## config.mk

```make
export PLATFORM = sky130hd
export DESIGN_NAME = uart_rx
export DESIGN_NICKNAME = d
export VERILOG_FILES = /design/src/rtl/uart_rx.sv
export SDC_FILE = /design/constraint.sdc
export NUM_CORES = 1
export LEC_CHECK = 0
export CAP_MARGIN = 5
export CORE_UTILIZATION = 45
export CTS_CLUSTER_DIAMETER = 40
export DETAILED_ROUTE_END_ITERATION = 12
export DONT_BUFFER_PORTS = 1
export PLACE_DENSITY_LB_ADDON = 0.08
export SLEW_MARGIN = 20
export SYNTH_ARGS = -nofsm -noshare
export SYNTH_HDL_FRONTEND = slang
export SYNTH_SLANG_ARGS = --single-unit
```

## constraint.sdc

```tcl
create_clock -name clk -period 3.6 [get_ports clk]
set_input_delay 0.54 -clock clk [delete_from_list [all_inputs] [get_ports clk]]
set_output_delay 0.54 -clock clk [all_outputs]
set_load 0.02 [all_outputs]
```

## src/rtl/uart_rx.sv

```systemverilog
`default_nettype none
// +--------------------------------------------------------------------------+
// | Module      : uart_rx                                                    |
// | Description : 16x oversampling UART receiver (start/8 data/opt. parity/  |
// |               stop) with held output byte and rdy/ack handshake.         |
// |               Optional overrun flag enabled by macro UART_RX_OVERRUN_EN.  |
// | Revision    : 1.0 - initial release                                      |
// +--------------------------------------------------------------------------+
module uart_rx #(
  parameter string PARITY   = "ODD",
  parameter int    STOP_BIT = 1
) (
  input  logic       clk,
  input  logic       rst,
  input  logic       rx_bd_en,
  input  logic       rx,
  input  logic       rx_ack,
  output logic       rx_rdy,
  output logic [7:0] rx_data,
  output logic       rx_perr,
  output logic       rx_ferr,
  output logic       rx_ovr
);

  localparam logic c_par_en   = (PARITY != "NONE");
  localparam logic c_par_odd  = (PARITY == "ODD");
  localparam logic c_two_stop = (STOP_BIT == 2);

  typedef enum logic [2:0] {
    S_IDLE   = 3'd0,
    S_START  = 3'd1,
    S_DATA   = 3'd2,
    S_PARITY = 3'd3,
    S_STOP   = 3'd4,
    S_LOAD   = 3'd5
  } state_t;

  state_t     r_state;
  state_t     w_state_nx;
  logic [1:0] r_sync;
  logic       w_rxs;
  logic [3:0] r_cnt;
  logic [2:0] r_bit;
  logic [7:0] r_shift;
  logic       r_perr_acc;
  logic       r_ferr_acc;
  logic       r_stop_idx;
  logic       r_rdy;
  logic [7:0] r_data;
  logic       r_perr;
  logic       r_ferr;

  logic w_bit_tick;
  logic w_cnt_clr;
  logic w_shift;
  logic w_par_smp;
  logic w_stop_smp;
  logic w_load;

  assign w_rxs      = r_sync[1];
  assign w_bit_tick = rx_bd_en && (r_cnt == 4'hF);

  always_ff @(posedge clk) begin
    if (rst) begin
      r_sync <= 2'b11;
    end else begin
      r_sync <= {r_sync[0], rx};
    end
  end

  always_ff @(posedge clk) begin
    if (rst) begin
      r_state <= S_IDLE;
    end else begin
      r_state <= w_state_nx;
    end
  end

  always_comb begin
    w_state_nx = r_state;
    w_cnt_clr  = 1'b0;
    w_shift    = 1'b0;
    w_par_smp  = 1'b0;
    w_stop_smp = 1'b0;
    w_load     = 1'b0;
    case (r_state)
      S_IDLE: begin
        if (rx_bd_en && !w_rxs) begin
          w_state_nx = S_START;
          w_cnt_clr  = 1'b1;
        end
      end
      S_START: begin
        // Seventh tick after detection lands mid start bit
        if (rx_bd_en && (r_cnt == 4'd6)) begin
          w_cnt_clr  = 1'b1;
          w_state_nx = w_rxs ? S_IDLE : S_DATA;
        end
      end
      S_DATA: begin
        if (w_bit_tick) begin
          w_shift = 1'b1;
          if (r_bit == 3'd7) begin
            w_state_nx = c_par_en ? S_PARITY : S_STOP;
          end
        end
      end
      S_PARITY: begin
        if (w_bit_tick) begin
          w_par_smp  = 1'b1;
          w_state_nx = S_STOP;
        end
      end
      S_STOP: begin
        if (w_bit_tick) begin
          w_stop_smp = 1'b1;
          if (!c_two_stop || r_stop_idx) begin
            w_state_nx = S_LOAD;
          end
        end
      end
      S_LOAD: begin
        w_load     = 1'b1;
        w_state_nx = S_IDLE;
      end
      default: begin
        w_state_nx = S_IDLE;
      end
    endcase
  end

  // Counter free-runs on ticks and wraps every 16, giving the bit spacing
  always_ff @(posedge clk) begin
    if (rst) begin
      r_cnt      <= 4'd0;
      r_bit      <= 3'd0;
      r_shift    <= 8'h00;
      r_perr_acc <= 1'b0;
      r_ferr_acc <= 1'b0;
      r_stop_idx <= 1'b0;
    end else begin
      if (w_cnt_clr) begin
        r_cnt      <= 4'd0;
        r_bit      <= 3'd0;
        r_perr_acc <= 1'b0;
        r_ferr_acc <= 1'b0;
        r_stop_idx <= 1'b0;
      end else begin
        if (rx_bd_en) begin
          r_cnt <= r_cnt + 4'd1;
        end
        if (w_shift) begin
          r_bit   <= r_bit + 3'd1;
          r_shift <= {w_rxs, r_shift[7:1]};
        end
        if (w_par_smp) begin
          r_perr_acc <= c_par_odd ? ~(^r_shift ^ w_rxs) : (^r_shift ^ w_rxs);
        end
        if (w_stop_smp) begin
          r_stop_idx <= ~r_stop_idx;
          if (!w_rxs) begin
            r_ferr_acc <= 1'b1;
          end
        end
      end
    end
  end

`ifdef UART_RX_OVERRUN_EN
  logic r_ovr;
  logic w_keep_old;

  // Unacknowledged byte still held: new frame is dropped
  assign w_keep_old = r_rdy && !rx_ack;

  always_ff @(posedge clk) begin
    if (rst) begin
      r_ovr <= 1'b0;
    end else if (w_load) begin
      r_ovr <= w_keep_old;
    end else if (r_rdy && rx_ack) begin
      r_ovr <= 1'b0;
    end
  end

  assign rx_ovr = r_ovr;
`else
  logic w_keep_old;

  assign w_keep_old = 1'b0;
  assign rx_ovr     = 1'b0;
`endif

  always_ff @(posedge clk) begin
    if (rst) begin
      r_rdy  <= 1'b0;
      r_data <= 8'h00;
      r_perr <= 1'b0;
      r_ferr <= 1'b0;
    end else if (w_load) begin
      r_rdy <= 1'b1;
      if (!w_keep_old) begin
        r_data <= r_shift;
        r_perr <= r_perr_acc;
        r_ferr <= r_ferr_acc;
      end
    end else if (r_rdy && rx_ack) begin
      r_rdy <= 1'b0;
    end
  end

  assign rx_rdy  = r_rdy;
  assign rx_data = r_data;
  assign rx_perr = r_perr;
  assign rx_ferr = r_ferr;

endmodule
`default_nettype wire
```

## Word level (Yosys, flattened, before mapping)

Cells that the tools add are included.

| cells by class | value |
|---|---|
| $add $sub $neg | 2 |
| multipliers | 0 |
| div/mod/pow operators | 0 |
| order comparisons | 0 |
| eq/ne operators | 14 |
| shifts and indexed selects | 0 |
| multiplexer cells | 18 |
| bitwise gates (word level) | 4 |
| reduce and logical (&&, ||, !) cells | 12 |

Operators with widths:

| cell | count |
|---|---|
| two-way mux 3 bit | 6 |
| case mux 3 bit (5 select lines) | 1 |
| != test 2 bit (second input constant) | 6 |
| == test 3 bit (second input constant) | 3 |
| two-way mux 1 bit | 9 |
| XOR reduction 8 bit | 1 |
| == test 3 x 2 -> 1 bit (second input constant) | 2 |
| AND reduction 6 bit | 1 |
| adder 4 x 1 -> 4 bit (second input constant) | 1 |
| == test 4 x 3 -> 1 bit (second input constant) | 1 |
| == test 4 bit (second input constant) | 1 |
| logical AND 1 bit | 4 |
| AND reduction 2 bit | 2 |
| adder 3 x 1 -> 3 bit (second input constant) | 1 |
| == test 3 x 1 -> 1 bit (second input constant) | 1 |
| zero test 3 bit | 1 |
| NOT 1 bit | 3 |
| two-way mux 2 bit | 1 |
| case mux 1 bit (2 select lines) | 1 |
| nonzero test 2 bit | 1 |
| OR reduction 2 bit | 1 |
| zero test 1 bit | 1 |
| XOR 1 bit | 1 |

| word-level totals | value |
|---|---|
| register bits | 33 |
| latch bits | 0 |
| bits in writable memories | 0 |
| bits in read-only memories | 0 |
| bits of input ports | 5 |
| logic and storage cells | 61 |
| memories | 0 |

## Depth between registers and ports, before layout

| depth | value |
|---|---|
| depth in word-level cells | 6 |
| mapped depth | 7 |
| depth with buffers taken out | 6 |

## Worst setup path before layout

No wires, ideal clock.

| timing path | value |
|---|---|
| kind | input port to flip-flop |
| start | input rx_bd_en |
| end | register r_shift[7] |
| setup time | 0.128 ns |
| arrival time | 1.569 ns |
| path slack | 1.904 ns |
| cell stages on the path | 7 |
| path buffers | 3 |
| cells stage by stage | buf_4 -> and4_1 -> buf_4 -> and4bb_4 -> buf_12 -> mux2i_1 -> nor2_1 |

| between the ends | value |
|---|---|
| longest elaborated chain between the ends | 5 |
| elaborated cells between the ends (all ways) | 10 |
| those cells by class | 5 x mux; 1 x bitwise; 4 x reduce/logical |

Ends and longest elaborated chain:

| item | RTL line | RTL |
|---|---|---|
| start, declared | 15 | `input logic rx_bd_en,` |
| logical AND 1 bit (on tied branches) | 95, 88 |  |
| two-way mux 1 bit (on tied branches) | 95, 88 |  |
| case mux 1 bit (2 select lines) | 86 | `case (r_state)` |
| NOT 1 bit (no source line) | n/a |  |
| AND reduction 2 bit (no source line) (*) | n/a |  |
| end signal, assigned | 154 | `r_shift <= {w_rxs, r_shift[7:1]};` |
| end, declared | 44 | `logic [7:0] r_shift;` |

Every way passes the cells marked *; elsewhere a longest branch is shown, timed or not.
A chain may end at the register's enable or synchronous reset.

## Worst setup path in the final report

| timing path | value |
|---|---|
| start | register r_cnt[0] |
| end | register r_bit[1] |

| between the ends | value |
|---|---|
| longest elaborated chain between the ends | 5 |
| elaborated cells between the ends (all ways) | 9 |
| those cells by class | 2 x eq/ne; 4 x mux; 3 x reduce/logical |

Ends and longest elaborated chain:

| item | RTL line | RTL |
|---|---|---|
| start, declared | 42 | `logic [3:0] r_cnt;` |
| start signal, assigned | 150 | `r_cnt <= r_cnt + 4'd1;` |
| == test 4 x 3 -> 1 bit | 95 | `if (rx_bd_en && (r_cnt == 4'd6)) begin` |
| logical AND 1 bit | 95 |  |
| two-way mux 1 bit | 95 |  |
| case mux 1 bit (2 select lines) | 86 |  |
| OR reduction 2 bit (no source line) | n/a |  |
| end signal, assigned | 153 | `r_bit <= r_bit + 3'd1;` |
| end, declared | 43 | `logic [2:0] r_bit;` |

Several ways; a longest one is shown, not always the timed one.

==> results.md <==
- Port Buffers: 0
- Worst-Skew Late Latency: 330 ps
- Vias: 920
- Post-synthesis compound-gate area fraction: 4.83%
- Top Family by Delay on Critical Path: simple AND/OR/NAND/NOR gates
- Vias per cell: 5.00
- Worst-case clock buffer depth: 2
- Share of cells above drive strength 1: 7.14%
- Total iterations of the first detailed-routing run: 4
- Area delta synth->final: 4.48%
- Status: finished, final reports clean
- Slowest stage delay, CP: 420 ps
- Pwr Density: 453 nW/µm²
- Xor/xnor share of the synthesized area: 7.73%
- WP data required: 3810 ps
- Reg2reg path depth: 5
- First-pass GRT wire length: 3910 µm
- Ys Warns: 0
- Register area: 661 µm²
- Filler Cells Inserted: 305
- Setup CP Type: reg2reg
- Clock-pin slew on the worst setup and hold paths: 100 ps
- Grt ovf: 0
- Max Fanout on Critical Path: 11
- Post-synthesis mux area share: 14.0%
- Multi-input gate area in the final layout: 681 µm²
- Inst Count DP: 176
- Final instance area: 1490 µm²
- Sequential share of the synthesized area: 46.4%
- Leak pwr: 0.618 nW
- Async S/R FF share, synth: 0%
- Slowest cell on the critical path: and4bb_4
- Largest net degree at the start of global routing: 26
- Routability cong.: 0.725
- Starting DRT DRC Count: 16
- Core area: 3030 µm²
- Number of gates resized after CTS: 0
- Maximum clock frequency: 0.584 GHz
- Final Skew: 9.56 ps
- Placed instance area: 1400 µm²
- CTS sink count: 33
- Total CTS buffers: 5
- Setup tns final: 0 ps
- Crit path DAT: 1930 ps
- Adder-cell share of the synthesized area: 3.51%
- Remaining DRCs: 0
- Setup crit start kind: flip-flop
- CP endpoint kind: flip-flop
- Max_cap viols: 0
- Hpwl dp: 1520 µm
- Fin crit share: 47.6%
- Normalized max-slew margin: 55.6%
- Post-Layout Cell Count: 184
- H-tree depth: 2
- Syn Nets: 153
- Number of synthesized flops with an enable pin: 0
- Worst vdd ir: 0.200 mV
- Slew at the pin closest to its max-slew limit: 664 ps
- I/O pin count: 17
- CP Buf/Inv Count: 0
- Die Y: 58.3 µm
- Die width: 58.3 µm
- Worst-path cell chain: ha_1 > and4_1 > and4bb_4 > mux2i_1 > nor2_1
- Unrepaired setup endpoints after global routing: false
- Initial core utilization: 47.1%
- Fin crit period: 1710 ps
- Levels on crit path: 5
- Post-DRT Antenna Nets: 0
- Top-area cell type share of the netlist area: 46.4%
- Die area: 3400 µm²
- Final Hold Viols: 0
- Routed len/inst: 12.2 µm
- Final wirelength: 2250 µm
- Synth Instances: 144
- DP Worst Slack: 1900 ps
- R2R Setup Slk: 1890 ps
- Final Max Slew Viols: 0
- Main synth FF type: dfxtp_1
- Vias in the first global route: 856
- # rows: 20
- Count of different cell masters after synthesis: 33
- Netlist Area Pre-Place: 1430 µm²
- Post-cts hold buffer count: 0
- Synth Register Bits: 33
- Leading area contributor after synthesis: dfxtp_1
- Synth Area per Inst: 9.90 µm²
- CTS root buffer: clkbuf_4
- CP endpoint: r_bit[1]
- Setup bufs post-CTS: 0
- Antenna cells: 0
- Initial antenna violation count: 0
- Combinational family with the most area after synthesis: simple AND/OR/NAND/NOR gates
- Post-route setup slack: 1890 ps
- Net count reported at finish: 148
- Final setup fails: 0
- Area contributors post-synth: dfxtp_1 (46%), mux2i_1 (14%), nor2_1 (7.6%), xnor2_1 (4.3%), ha_1 (3.5%)
- HP Class: in2reg
- All-Layer GR Usage: 15.7%
- Crit path launch: r_cnt[0]
- FF-to-FF End: r_bit[1]
- Simple-Gate Fraction of Synth Area: 17.4%
- CTS tree: yes
- Worst reg2reg startpoint: r_cnt[0]
-- cell usage in the layout, fill, tap and decap left out, types with 2 or more instances in the layout --
cell | Yosys | layout
inv_1 | 2 | 2
nor2_1 | 29 | 29
nand2b_1 | 2 | 2
nor3_1 | 2 | 2
xnor2_1 | 7 | 7
or2_2 | 2 | 2
xor2_1 | 3 | 3
mux2i_1 | 20 | 20
nor3b_1 | 2 | 2
nand3b_1 | 2 | 2
dfxtp_1 | 33 | 33
a21oi_1 | 2 | 2
ha_1 | 4 | 4
clkbuf_4 | 0 | 5
nand2_1 | 5 | 5
a31oi_1 | 2 | 2
a211oi_1 | 2 | 2
-- through the flow --
stage                     total power, mW  utilization [%]  hold slack [ps]
after detailed placement            0.398             46.4              392
final                               0.674             49.2              274
after global routing                0.708             49.2              230
after global placement              0.397             46.4              397
after floorplan                     0.401                -              389
after CTS                           0.686             49.2              251
-- power by group --
group | switching (mW) | total (mW) | internal, mW
clock network | 0.119 | 0.285 | 0.166
registers | 0.00456 | 0.373 | 0.369
logic | 0.00805 | 0.0158 | 0.00777
total | 0.132 | 0.674 | 0.542
-- worst min path at each step --
stage,cells after the start,to,start
final,1,r_shift[6],rst
after floorplan,1,r_sync[1],r_sync[0]
after CTS,1,rx_rdy,rst
after detailed placement,1,r_sync[1],r_sync[0]
after global routing,1,rx_rdy,rst
after global placement,1,r_sync[1],r_sync[0]
-- registers in the layout, summed over array words and instances, names as in the netlist --
name	count
r_shift	8
rx_data	8
r_cnt	4
rx_rdy	1
r_state	3
r_ferr_acc	1
r_perr_acc	1
rx_ferr	1
r_sync	2
r_bit	3
rx_perr	1
-- worst register-to-register path, stage by stage (launching register included) --
cell      delay (ps)
dfxtp_1          390
ha_1             180
and4_1           330
and4bb_4         420
mux2i_1          220
nor2_1            50
-- area by class of cell --
class | count | share of cell area [%]
clock buffers | 7 | 3.70
clock inverters | 1 | 2.02
inverters | 2 | 0.504
multi-input cells | 97 | 45.7
flip-flops and latches | 33 | 44.4
well taps | 44 | 3.70
-- cells by family after synthesis --
logic type | after synthesis
flops | 33
other cells | 1
mux | 20
simple gates | 51
buf+inv | 14
xor+xnor | 11
compound gates | 10
fa+ha+maj | 4
-- synthesized netlist by cell type, types with 2 or more instances --
cell type	number
buf_4	3
buf_2	3
nor3b_1	2
dfxtp_1	33
nand2b_1	2
a211oi_1	2
clkbuf_1	5
nor2_1	29
xor2_1	3
xnor2_1	7
a21oi_1	2
inv_1	2
or2_2	2
nand2_1	5
ha_1	4
nand3b_1	2
a31oi_1	2
nor3_1	2
mux2i_1	20
-- per-layer routing --
metal  wire [µm]  part of all wire [%]  global-route usage [%]
met1        1120                    50                    19.0
met2         969                    43                    24.0
met3         111                   4.9                    7.14
met4          45                   2.0                    7.14
met5           0                     0                       0
Power figures use the tool's default switching activity.
